<file path="config.mk">
export PLATFORM = sky130hd
export DESIGN_NAME = config_shadow_bank_flat
export DESIGN_NICKNAME = d
export VERILOG_FILES = /design/src/rtl/config_shadow_bank_pkg.sv /design/src/rtl/config_shadow_bank_if.sv /design/src/rtl/config_shadow_bank_entry.sv /design/src/rtl/config_shadow_bank.sv /design/src/flat_wrapper.sv
export SDC_FILE = /design/constraint.sdc
export NUM_CORES = 1
export LEC_CHECK = 0
export ABC_AREA = 1
export BUFFER_PORTS_ARGS = -buffer_cell sky130_fd_sc_hd__buf_4
export CORE_MARGIN = 1
export CORE_UTILIZATION = 42
export CTS_CLUSTER_SIZE = 14
export DETAILED_ROUTE_END_ITERATION = 10
export GPL_TIMING_DRIVEN = 0
export PLACE_DENSITY_LB_ADDON = 0.25
export SYNTH_ARGS = -nofsm -noshare
export SYNTH_HDL_FRONTEND = slang
export SYNTH_SLANG_ARGS = --single-unit
</file>
<file path="constraint.sdc">
create_clock -name i_clk -period 1.3 [get_ports i_clk]
set_input_delay 0.26 -clock i_clk [delete_from_list [all_inputs] [get_ports i_clk]]
set_output_delay 0.26 -clock i_clk [all_outputs]
set_load 0.05 [all_outputs]
</file>
<file path="src/rtl/config_shadow_bank_pkg.sv">
// Shared types and elaboration helpers for the double-buffered configuration bank.
package config_shadow_bank_pkg;

  typedef enum logic {
    S_IDLE = 1'b0,
    S_WAIT = 1'b1
  } state_t;

  localparam int BYTE_W    = 8;
  localparam int DEF_WIDTH = 32;
  localparam int DEF_LANES = DEF_WIDTH / BYTE_W;

  function automatic int clog2_f(input int n);
    int r;
    int v;
    r = 0;
    v = n - 1;
    while (v > 0) begin
      r++;
      v = v >> 1;
    end
    return r;
  endfunction

  function automatic int lanes_f(input int w);
    return w / BYTE_W;
  endfunction

endpackage

</file>
<file path="src/rtl/config_shadow_bank_if.sv">
// Write/readback/commit bus between the CSR decoder (master) and the shadow bank (slave).
interface config_shadow_bank_if
  import config_shadow_bank_pkg::*;
#(
  parameter int WIDTH  = 32,
  parameter int DEPTH  = 4,
  parameter int AWIDTH = 2
);

  logic                      wr_en;
  logic [AWIDTH-1:0]         wr_addr;
  logic [WIDTH-1:0]          wr_data;
  logic [lanes_f(WIDTH)-1:0] wr_be;
  logic [AWIDTH-1:0]         rd_addr;
  logic [WIDTH-1:0]          rd_data;
  logic                      commit_req;
  logic                      quiesce;
  logic                      pending;
  logic                      dirty;
  logic                      commit_done;
  logic [DEPTH*WIDTH-1:0]    q_out;

  modport master (
    output wr_en, wr_addr, wr_data, wr_be, rd_addr, commit_req, quiesce,
    input  rd_data, pending, dirty, commit_done, q_out
  );

  modport slave (
    input  wr_en, wr_addr, wr_data, wr_be, rd_addr, commit_req, quiesce,
    output rd_data, pending, dirty, commit_done, q_out
  );

endinterface

</file>
<file path="src/rtl/config_shadow_bank_entry.sv">
// One shadow/active register pair: byte-enable writes hit the shadow, copy strobe loads active.
module config_shadow_entry
  import config_shadow_bank_pkg::*;
#(
  parameter int               WIDTH    = 32,
  parameter logic [WIDTH-1:0] INIT_VAL = '0
) (
  input  logic                      i_clk,
  input  logic                      i_rst_n,
  input  logic                      i_wr,
  input  logic [lanes_f(WIDTH)-1:0] i_be,
  input  logic [WIDTH-1:0]          i_data,
  input  logic                      i_copy,
  output logic [WIDTH-1:0]          o_shadow,
  output logic [WIDTH-1:0]          o_active
);

  logic [WIDTH-1:0] r_shadow;
  logic [WIDTH-1:0] r_active;

  // Copy and write share an edge: active takes the pre-write shadow.
  always_ff @(posedge i_clk or negedge i_rst_n) begin
    if (!i_rst_n) begin
      r_shadow <= INIT_VAL;
      r_active <= INIT_VAL;
    end else begin
      if (i_copy) r_active <= r_shadow;
      if (i_wr) begin
        for (int k = 0; k < lanes_f(WIDTH); k++) begin
          if (i_be[k]) r_shadow[k*BYTE_W +: BYTE_W] <= i_data[k*BYTE_W +: BYTE_W];
        end
      end
    end
  end

  assign o_shadow = r_shadow;
  assign o_active = r_active;

endmodule

</file>
<file path="src/rtl/config_shadow_bank.sv">
// Double-buffered config bank; commit copies every shadow into active once the consumer is quiescent.
//   state  | meaning
//   S_IDLE | no commit outstanding
//   S_WAIT | commit requested, waiting for quiesce
module config_shadow_bank
  import config_shadow_bank_pkg::*;
#(
  parameter int                     WIDTH  = 32,
  parameter int                     DEPTH  = 4,
  parameter int                     AWIDTH = 2,
  parameter logic [DEPTH*WIDTH-1:0] INIT   = '0
) (
  input logic                 i_clk,
  input logic                 i_rst_n,
  config_shadow_bank_if.slave bus
);

  localparam int LANES = lanes_f(WIDTH);
  localparam int NSLOT = 2 ** AWIDTH;

  if (LANES * BYTE_W != WIDTH) begin : g_bad_width
    $error("config_shadow_bank: WIDTH must be a multiple of 8");
  end
  if (DEPTH < 1) begin : g_bad_depth
    $error("config_shadow_bank: DEPTH must be at least 1");
  end
  if (AWIDTH < clog2_f(DEPTH)) begin : g_bad_awidth
    $error("config_shadow_bank: AWIDTH too small for DEPTH");
  end

  state_t                 r_state;
  logic                   r_pending;
  logic                   r_dirty;
  logic                   r_done;
  logic [WIDTH-1:0]       r_rd_data;

  logic [DEPTH-1:0]       w_wr_sel;
  logic [WIDTH-1:0]       w_shadow [NSLOT];
  logic [WIDTH-1:0]       w_active [DEPTH];
  logic [DEPTH*WIDTH-1:0] w_q_flat;
  logic                   w_copy;
  logic                   w_wr_hit;

  assign w_copy   = (r_state == S_WAIT) && bus.quiesce;
  assign w_wr_hit = (|w_wr_sel) && (|bus.wr_be);

  for (genvar i = 0; i < DEPTH; i++) begin : g_entry
    assign w_wr_sel[i] = bus.wr_en && (bus.wr_addr == AWIDTH'(i));

    config_shadow_entry #(
      .WIDTH   (WIDTH),
      .INIT_VAL(INIT[i*WIDTH +: WIDTH])
    ) u_entry (
      .i_clk   (i_clk),
      .i_rst_n (i_rst_n),
      .i_wr    (w_wr_sel[i]),
      .i_be    (bus.wr_be),
      .i_data  (bus.wr_data),
      .i_copy  (w_copy),
      .o_shadow(w_shadow[i]),
      .o_active(w_active[i])
    );

    assign w_q_flat[i*WIDTH +: WIDTH] = w_active[i];
  end

  // Unpopulated address slots read back as zero.
  for (genvar j = DEPTH; j < NSLOT; j++) begin : g_pad
    assign w_shadow[j] = '0;
  end

  always_ff @(posedge i_clk or negedge i_rst_n) begin
    if (!i_rst_n) begin
      r_state   <= S_IDLE;
      r_pending <= 1'b0;
      r_dirty   <= 1'b0;
      r_done    <= 1'b0;
      r_rd_data <= '0;
    end else begin
      r_rd_data <= w_shadow[bus.rd_addr];
      r_done    <= w_copy;
      if (w_wr_hit)    r_dirty <= 1'b1;
      else if (w_copy) r_dirty <= 1'b0;
      case (r_state)
        S_IDLE: begin
          if (bus.commit_req) begin
            r_state   <= S_WAIT;
            r_pending <= 1'b1;
          end
        end
        S_WAIT: begin
          if (bus.quiesce) begin
            r_state   <= S_IDLE;
            r_pending <= 1'b0;
          end
        end
        default: begin
          r_state   <= S_IDLE;
          r_pending <= 1'b0;
        end
      endcase
    end
  end

  assign bus.rd_data     = r_rd_data;
  assign bus.pending     = r_pending;
  assign bus.dirty       = r_dirty;
  assign bus.commit_done = r_done;
  assign bus.q_out       = w_q_flat;

endmodule

</file>
<file path="src/flat_wrapper.sv">
// flat-port wrapper written by rule: the top's interface ports become plain ports
module config_shadow_bank_flat import config_shadow_bank_pkg::*;
#(
  parameter int                     WIDTH  = 32,
  parameter int                     DEPTH  = 4,
  parameter int                     AWIDTH = 2,
  parameter logic [DEPTH*WIDTH-1:0] INIT   = '0
)
  (i_clk, i_rst_n, bus_wr_en, bus_wr_addr, bus_wr_data, bus_wr_be, bus_rd_addr, bus_commit_req, bus_quiesce, bus_rd_data, bus_pending, bus_dirty, bus_commit_done, bus_q_out);
  config_shadow_bank_if #(.WIDTH(WIDTH), .DEPTH(DEPTH), .AWIDTH(AWIDTH)) bus_i ();
  input logic i_clk;
  input logic i_rst_n;
  input wire logic [$bits(bus_i.wr_en)-1:0] bus_wr_en;
  input wire logic [$bits(bus_i.wr_addr)-1:0] bus_wr_addr;
  input wire logic [$bits(bus_i.wr_data)-1:0] bus_wr_data;
  input wire logic [$bits(bus_i.wr_be)-1:0] bus_wr_be;
  input wire logic [$bits(bus_i.rd_addr)-1:0] bus_rd_addr;
  input wire logic [$bits(bus_i.commit_req)-1:0] bus_commit_req;
  input wire logic [$bits(bus_i.quiesce)-1:0] bus_quiesce;
  output wire logic [$bits(bus_i.rd_data)-1:0] bus_rd_data;
  output wire logic [$bits(bus_i.pending)-1:0] bus_pending;
  output wire logic [$bits(bus_i.dirty)-1:0] bus_dirty;
  output wire logic [$bits(bus_i.commit_done)-1:0] bus_commit_done;
  output wire logic [$bits(bus_i.q_out)-1:0] bus_q_out;
  assign bus_i.wr_en = bus_wr_en;
  assign bus_i.wr_addr = bus_wr_addr;
  assign bus_i.wr_data = bus_wr_data;
  assign bus_i.wr_be = bus_wr_be;
  assign bus_i.rd_addr = bus_rd_addr;
  assign bus_i.commit_req = bus_commit_req;
  assign bus_i.quiesce = bus_quiesce;
  assign bus_rd_data = bus_i.rd_data;
  assign bus_pending = bus_i.pending;
  assign bus_dirty = bus_i.dirty;
  assign bus_commit_done = bus_i.commit_done;
  assign bus_q_out = bus_i.q_out;
  config_shadow_bank #(.WIDTH(WIDTH), .DEPTH(DEPTH), .AWIDTH(AWIDTH), .INIT(INIT)) u_core (.i_clk(i_clk), .i_rst_n(i_rst_n), .bus(bus_i));
endmodule
</file>
==> run_results.csv, run 1 <==
group,metric,value,unit
die,start_util,0.430,
placed_design,place.gp.congestion,0.860,
drt,routedWlPerCell,18.5,um
die,dieArea,29400,sq um
drt,vias,11000,
critical_path,max_stage_delay,0.43,ns
cts,htree_levels,1,
cells_and_area,fin_nets,1758,
die,rows,61,
power,leakage,0.00876,uW
outcome,violations,"negative hold slack, negative setup slack",
power,power,33700,uW
critical_path,crit_path_end_kind,"primary output",
sta,min_period,1.42,ns
cells_and_area,layout.cells.non_filler,2113,
outcome,status,"finished with violations",
flow_run,drv_cap,0,
cells_and_area,seq_area,7310,sq um
drt,firstDrtPassIters,5,
synth,syn_avg_cell_area,8.74,sq um
critical_path,crit_path_start_kind,"flop",
cts,cts.clk_slew.worst_paths,0.06,ns
sta,holdWs,-0.349,ns
cts,clockRootBuffer,"clkbuf_16",
cells_and_area,syn_to_final_growth,38.1,%
critical_path,worstPathArrival,1.16,ns
placed_design,dp_slack,-0.528,ns
synth,ys_seq_area_frac,0.607,
sta,fin_skew,0.00731,ns
placed_design,dp.cells,1958,
critical_path,slowest_stage,"dfrtp_1",
critical_path,cp_cell_sequence,"buf_6",
sta,slew_headroom,0.532,
synth,yosysUniqueCellTypes,17,
power,ir_worst_vdd,0.00103,V
synth,syn_area,12000,sq um
drt,drt_iter0_markers,1025,
cts,clkLatencyLatePin,0.55,ns
sta,finalWorstSetupSlack,-0.124,ns
hold_path,hp-class,"in -> async",
placed_design,detailed_place_hpwl,26.5,mm
global_routing,grt_overflow,0,
cts,cts_buffers,31,
die,fp.dieW,171,um
cells_and_area,fillers,2473,
cells_and_area,drive_gt1_frac,0.222,
synth,synthCells,1378,
die,pin_count,208,
drt,wl_met2,18.1,mm
cts,hold_buffers,35,
power,p_per_area,2020,nW/um^2
drt,met3WireLength,2.70,mm
global_routing,first_global_vias,11000,
critical_path,cp.required,1.04,ns
sta,tightest_slew,0.702,ns
global_routing,grt_pass1_wl,60.0,mm
sta,finalSetupViolations,163,
cts,cts_tree,"built",
drt,wl,39.1,mm
critical_path,crit_type,"reg -> out",
drt,highest_layer,"met5",
global_routing,track_usage,0.269,
critical_path,path_buf_inv,1,
sta,finalMaxSlewViolations,0,
sta,hold_viol,96,
drt,vias_per_cell,5.18,
critical_path,path_delay_family,"flip-flops",
cells_and_area,multi_input_area,3950,sq um
synth,synth_fp_nets,1423,
sta,rsz0062_at_grt,"yes",
placed_design,io_buffers,200,
die,dieHeight,171,um
global_routing,antenna_found_initial,4,
sta,fmax,702,MHz
drt,wl_met1,17.1,mm
sta,fin_crit_sh,1.10,
drt,antenna_left,0,
cts,cts.path.max_buffers,3,
critical_path,worstPathMaxFanout,2,
synth,ys_warn_count,0,
die,core_region_area,28000,sq um
synth,synth-seq-cells,292,
cts,clock_sinks,292,
global_routing,grt_max_degree,100,
drt,drc,0,
[report_power, final]
| group | switching [uW] | leakage [uW] | internal [uW] |
|---|---|---|---|
| Clock | 3590 | 0.000490 | 5080 |
| Sequential | 1560 | 0.00370 | 11100 |
| Combinational | 7850 | 0.00457 | 4450 |
[placed cells by master, fill, tap and decap left out, types with 6 or more instances in the layout]
| cell type | n |
|---|---|
| buf_4 | 121 |
| nand4_1 | 76 |
| o211ai_1 | 32 |
| o21ai_0 | 97 |
| clkbuf_8 | 6 |
| clkbuf_1 | 28 |
| dlygate4sd3_1 | 34 |
| clkinv_2 | 6 |
| inv_1 | 103 |
| nand2_1 | 582 |
| nand3_1 | 100 |
| buf_2 | 30 |
| dfrtp_1 | 291 |
| buf_6 | 170 |
| clkbuf_16 | 31 |
[state kept, by name (all words and copies together) (netlist names)]
name,cells
u_core.r_state,1
u_core.bus.rd_data,32
u_core.g_entry.u_entry.o_active,128
u_core.g_entry.u_entry.o_shadow,128
u_core.bus.pending,1
u_core.bus.commit_done,1
u_core.bus.dirty,1
[synthesized netlist by cell type (all sizes together)]
cell type    n  area share
a21oi        1     0.00042
buf         53       0.023
inv        103       0.032
nor2         6      0.0035
o21ai       97       0.040
o211ai      32       0.020
nand3      100       0.042
clkinv       1     0.00031
clkbuf      34       0.011
nand2      583        0.18
nand4       76       0.039
dfrtp      292        0.61
[metrics by stage]
step	utilization	cell area [sq um]	TNS, ns
floorplan	-	12000	0
global placement	0.501	14000	-797.61
detailed placement	0.503	14100	-100.17
CTS	0.585	16400	-12.51
global route	0.594	16600	-14.49
finish	0.594	16600	-10.50
[cell families (layout without fill, tap and decap cells)]
group / Yosys count / in the layout / share of synthesized area
compound gates: 130 / 130 / 0.0607
buf+inv: 191 / 545 / 0.0665
flops: 292 / 292 / 0.607
other cells: 0 / 2 / 0
simple gates: 765 / 766 / 0.266
[metal layers]
layer,GRT usage,vias to the layer above
li1,-,5099
met1,0.370,5294
met2,0.429,464
met3,0.0467,93
met4,0.0924,4
met5,0,-
[timing repair]
action	4_1_cts	5_1_grt
gates cloned	0	1
pin swaps	0	1
hold endpoints to repair	209	96
setup endpoints to repair	289	344
resized for setup	195	24
buffers inserted	37	29
[area by class of cell]
type | count | share of cell area
inverter | 104 | 0.0238
clock buffer | 43 | 0.0529
sequential | 292 | 0.439
antenna | 2 | 0.000301
timing repair buffer | 302 | 0.181
clock inverter | 10 | 0.00654
tap | 378 | 0.0284
multi-input combinational | 896 | 0.237
buffer | 86 | 0.0300
[worst paths after layout]
path / from / endpoint / slack, ns / cells past startpoint
worst min register to register: u_core.g_entry[1].u_entry.o_shadow[28] / u_core.g_entry[1].u_entry.o_shadow[28] / 0.47 / 2
worst min-delay path: i_rst_n / u_core.g_entry[2].u_entry.o_active[19] / -0.35 / 1
worst max-delay path: u_core.g_entry[2].u_entry.o_active[30] / bus_q_out[94] / -0.12 / 1
min in group i_clk: bus_wr_addr[0] / u_core.g_entry[0].u_entry.o_shadow[31] / 0.03 / 4
worst max register to register: u_core.r_state / u_core.g_entry[2].u_entry.o_active[27] / 0.05 / 4
max in group asynchronous: i_rst_n / u_core.g_entry[1].u_entry.o_shadow[5] / 0.30 / 3
(Power assumes the default switching activity.)
==> run 2, diff against run 1 <==
SKIP_LAST_GASP = 1   (was default)
==> run_results.csv, run 2 (same netlist as run 1, synthesis figures left out) <==
group,metric,value,unit
critical_path,crit_path_end_kind,"primary output",
die,fp.dieW,171,um
drt,vias,10900,
hold_path,hp-class,"in -> async",
cells_and_area,fillers,2470,
sta,holdWs,-0.340,ns
outcome,status,"finished with violations",
critical_path,max_stage_delay,0.43,ns
power,power_switching,13000,uW
critical_path,crit_end,"bus_q_out[94]",
die,dieHeight,171,um
critical_path,cp.required,1.04,ns
power,p_int,20700,uW
critical_path,rr_endpoint,"u_core.g_entry[2].u_entry.o_active[27]",
cts,cts_buffers,31,
sta,finalMaxSlewViolations,0,
placed_design,placed_area,14100,sq um
critical_path,path_delay_family,"flip-flops",
power,power,33700,uW
cells_and_area,syn_to_final_growth,38.1,%
placed_design,dp.cells,1958,
cts,htree_levels,1,
critical_path,worstPathArrival,1.17,ns
die,start_util,0.430,
flow_run,drv_cap,0,
cells_and_area,final_cell_area,16600,sq um
die,core_region_area,28000,sq um
cells_and_area,fin_nets,1758,
critical_path,reg2reg_from,"u_core.r_state",
cts,cts_tree,"built",
die,rows,61,
critical_path,crit_type,"reg -> out",
power,ir_worst_vdd,0.00103,V
sta,fin_crit_sh,1.10,
placed_design,place.gp.congestion,0.860,
global_routing,antenna_found_initial,4,
outcome,violations,"negative hold slack, negative setup slack",
sta,fmax,699,MHz
sta,tightest_slew,0.690,ns
drt,routedWlPerCell,18.5,um
sta,finalSetupViolations,163,
critical_path,slowest_stage,"dfrtp_1",
power,sequentialPowerShare,0.377,
placed_design,io_buffers,200,
drt,drt_iter0_markers,1033,
drt,wl,39.0,mm
cts,clkLatencyLatePin,0.56,ns
cts,clockRootBuffer,"clkbuf_16",
sta,finalWorstSetupSlack,-0.132,ns
drt,vias_per_cell,5.16,
critical_path,crit_path_start_kind,"flop",
drt,drc,0,
critical_path,worstPathMaxFanout,2,
global_routing,grt_max_degree,100,
critical_path,reg2reg_slack,0.05,ns
cts,hold_buffers,35,
cells_and_area,seq_area,7310,sq um
cts,clock_sinks,292,
critical_path,path_buf_inv,1,
die,pin_count,208,
drt,antenna_left,0,
sta,rsz0062_at_grt,"yes",
cells_and_area,drive_gt1_frac,0.222,
sta,fin_skew,0.0112,ns
critical_path,cp_cell_sequence,"buf_6",
cells_and_area,final_cell_mix,"nand2_1 (582), dfrtp_1 (291), buf_6 (170), buf_4 (121), inv_1 (103)",
global_routing,grt_overflow,0,
placed_design,detailed_place_hpwl,26.5,mm
cts,cts.path.max_buffers,3,
power,switching_share,0.386,
sta,slew_headroom,0.540,
power,clkPwrFrac,0.258,
global_routing,grt_pass1_wl,60.0,mm
critical_path,path_depth,1,
die,dieArea,29400,sq um
power,power_frac_comb,0.365,
critical_path,r2r_cells,4,
sta,min_period,1.43,ns
cells_and_area,multi_input_area,3950,sq um
drt,firstDrtPassIters,6,
global_routing,track_usage,0.269,
power,p_per_area,2030,nW/um^2
power,leakage,0.00876,uW
global_routing,first_global_vias,11000,
cells_and_area,layout_commonest_cell,"nand2_1",
sta,hold_viol,96,
cells_and_area,layout.cells.non_filler,2112,
critical_path,startpoint,"u_core.g_entry[2].u_entry.o_active[30]",
cts,cts.clk_slew.worst_paths,0.06,ns
run 2: final cells by class:
type	count	share of cell area
Clock buffer	43	0.0529
Timing Repair Buffer	302	0.181
Inverter	104	0.0238
Sequential cell	292	0.439
Clock inverter	10	0.00654
Multi-Input combinational cell	896	0.238
Buffer	86	0.0300
Tap cell	378	0.0284
Antenna cell	1	0.000150
run 2: how the worst min path moves through the flow:
stage                                           start  cells after the start                                endpoint
2_1_floorplan                                 i_rst_n                      0                  u_core.bus.commit_done
3_3_place_gp   u_core.g_entry[3].u_entry.o_shadow[10]                      2  u_core.g_entry[3].u_entry.o_shadow[10]
3_5_place_dp                                  i_rst_n                      1  u_core.g_entry[1].u_entry.o_active[20]
4_1_cts                                       i_rst_n                      1  u_core.g_entry[2].u_entry.o_shadow[19]
5_1_grt                                       i_rst_n                      1  u_core.g_entry[2].u_entry.o_active[19]
6_report                                      i_rst_n                      1  u_core.g_entry[0].u_entry.o_active[19]
run 2: stage by stage:
stage	TNS, ns	util	setup WS, ns
final	-10.94	0.594	-0.132
after global routing	-14.49	0.594	-0.149
after CTS	-12.52	0.585	-0.136
after detailed placement	-100.17	0.503	-0.528
after global placement	-797.61	0.501	-2.60
after floorplan	0	-	0.197
run 2: power groups by stage:
stage                     clock network (uW)  registers [uW]  logic (uW)
final                                   8690           12700       12300
after global routing                    9120           12900       13100
after CTS                               8770           12700       11900
after detailed placement                   0           12600       10500
after global placement                     0           12600       10300
after floorplan                            0           16900        2400
run 2: repair_timing:
| action | 4_1_cts | 5_1_grt |
|---|---|---|
| setup buffers | 37 | 29 |
| cloned | 0 | 1 |
| gates resized for setup | 193 | 28 |
| pin swaps | 0 | 1 |
| setup endpoints to repair | 289 | 349 |
| hold endpoints to repair | 209 | 96 |
run 2: layer usage:
| metal | GRT usage | vias to the layer above | part of all wire |
|---|---|---|---|
| met3 | 0.0467 | 89 | 0.070 |
| met5 | 0 | - | 0.00090 |
| met2 | 0.429 | 456 | 0.46 |
| li1 | - | 5095 | - |
| met1 | 0.370 | 5261 | 0.44 |
| met4 | 0.0901 | 6 | 0.028 |
==> run 3, diff against run 2 <==
HOLD_SLACK_MARGIN = 0.08   (was default)
==> run_results.csv, run 3 (same netlist as run 1, synthesis figures left out) <==
group,metric,value,unit
outcome,status,"finished with violations",
outcome,violations,"negative hold slack, negative setup slack",
critical_path,crit_path_start_kind,"flop",
die,dieHeight,171,um
critical_path,worstPathMaxFanout,2,
critical_path,rr_endpoint,"u_core.g_entry[2].u_entry.o_active[27]",
sta,finalSetupTns,-10.39,ns
global_routing,grt_pass1_wl,60.4,mm
drt,vias_per_cell,5.17,
sta,tightest_slew,0.675,ns
sta,fmax,698,MHz
hold_path,hp-class,"in -> async",
cts,cts.clk_slew.worst_paths,0.06,ns
die,core_region_area,28000,sq um
critical_path,cp_cell_sequence,"buf_6",
die,fp.dieW,171,um
critical_path,path_delay_family,"flip-flops",
die,start_util,0.430,
die,dieArea,29400,sq um
die,pin_count,208,
power,ir_worst_vdd,0.00103,V
drt,antenna_left,0,
cells_and_area,syn_to_final_growth,39.2,%
sta,fin_skew,0.00726,ns
drt,firstDrtPassIters,7,
die,rows,61,
cts,hold_buffers,40,
power,leakage,0.00884,uW
global_routing,first_global_vias,11000,
cells_and_area,utilization,0.599,
critical_path,path_buf_inv,1,
placed_design,place.gp.congestion,0.860,
critical_path,cp.required,1.04,ns
cells_and_area,layout_commonest_cell,"nand2_1",
placed_design,detailed_place_hpwl,26.5,mm
critical_path,max_stage_delay,0.43,ns
critical_path,reg2reg_from,"u_core.r_state",
sta,holdWs,-0.333,ns
critical_path,worstPathArrival,1.17,ns
drt,drc,0,
critical_path,crit_type,"reg -> out",
sta,finalWorstSetupSlack,-0.132,ns
sta,finalSetupViolations,163,
cts,htree_levels,1,
cts,clockRootBuffer,"clkbuf_16",
critical_path,slowest_stage,"dfrtp_1",
sta,finalMaxSlewViolations,0,
placed_design,io_buffers,200,
cells_and_area,final_cell_mix,"nand2_1 (582), dfrtp_1 (291), buf_6 (170), buf_4 (130), inv_1 (103)",
drt,drt_iter0_markers,932,
cts,clock_sinks,292,
cts,clkLatencyLatePin,0.55,ns
drt,vias,11000,
sta,rsz0062_at_grt,"yes",
cells_and_area,fin_nets,1772,
global_routing,grt_overflow,0,
global_routing,track_usage,0.271,
flow_run,drv_cap,0,
cts,cts.path.max_buffers,3,
cts,cts_buffers,31,
drt,wl,39.4,mm
sta,fin_crit_sh,1.10,
sta,slew_headroom,0.550,
sta,hold_viol,96,
cts,cts_tree,"built",
power,p_per_area,2010,nW/um^2
global_routing,antenna_found_initial,2,
cells_and_area,drive_gt1_frac,0.229,
critical_path,r2r_cells,4,
global_routing,grt_max_degree,100,
sta,min_period,1.43,ns
drt,routedWlPerCell,18.5,um
critical_path,reg2reg_slack,0.05,ns
critical_path,crit_path_end_kind,"primary output",
run 3: final cells by class:
cell class              count  area (sq um)
diodes                      3          7.51
plain buffers              86           507
clock buffers              43           881
clock inverters            10           109
fillers                  2453         11200
inverters                 104           395
multi-input cells         896          3950
flip-flops and latches    292          7310
well taps                 378           473
repair buffers            316          3130
run 3: worst max path at each step:
stage	startpoint	to	slack [ns]	cells after the start
3_3_place_gp	i_rst_n	u_core.bus.rd_data[5]	-2.60	1
5_1_grt	u_core.g_entry[2].u_entry.o_active[30]	bus_q_out[94]	-0.15	1
2_1_floorplan	u_core.r_state	u_core.g_entry[2].u_entry.o_active[25]	0.20	4
3_5_place_dp	u_core.r_state	u_core.g_entry[0].u_entry.o_active[16]	-0.53	5
6_report	u_core.g_entry[2].u_entry.o_active[30]	bus_q_out[94]	-0.13	1
4_1_cts	u_core.bus.dirty	bus_dirty	-0.14	1
run 3: routing by layer:
metal / vias up / global-route usage / wire (um)
li1: 5129 / - / -
met1: 5300 / 0.373 / 17100
met2: 499 / 0.433 / 18400
met3: 80 / 0.0467 / 2890
met4: 0 / 0.0908 / 1030
met5: - / 0 / 0
run 3: stage by stage:
step	setup slack, ns	total power [uW]	instances	hold WS (ns)	area [sq um]
floorplan	0.197	19300	1378	-0.0356	12000
global placement	-2.60	22900	1956	0.453	14000
detailed placement	-0.528	23000	1958	0.345	14100
CTS	-0.136	33400	2088	-0.236	16400
global route	-0.149	35200	2126	-0.310	16800
finish	-0.132	33700	2128	-0.333	16800
run 3: timing repair:
| item | in CTS | in global routing |
|---|---|---|
| gates cloned | 0 | 1 |
| pin swaps | 0 | 10 |
| endpoints found under the hold margin | 226 | 96 |
| buffers inserted | 37 | 38 |
| gates resized for setup | 193 | 39 |
| setup endpoints to repair | 289 | 412 |
run 3: power by group:
group | switching (uW) | leakage [uW] | total, uW | internal [uW]
sequential | 1550 | 0.00370 | 12700 | 11200
combinational | 7860 | 0.00465 | 12300 | 4470
clock | 3590 | 0.000490 | 8680 | 5080
total | 13000 | 0.00884 | 33700 | 20700
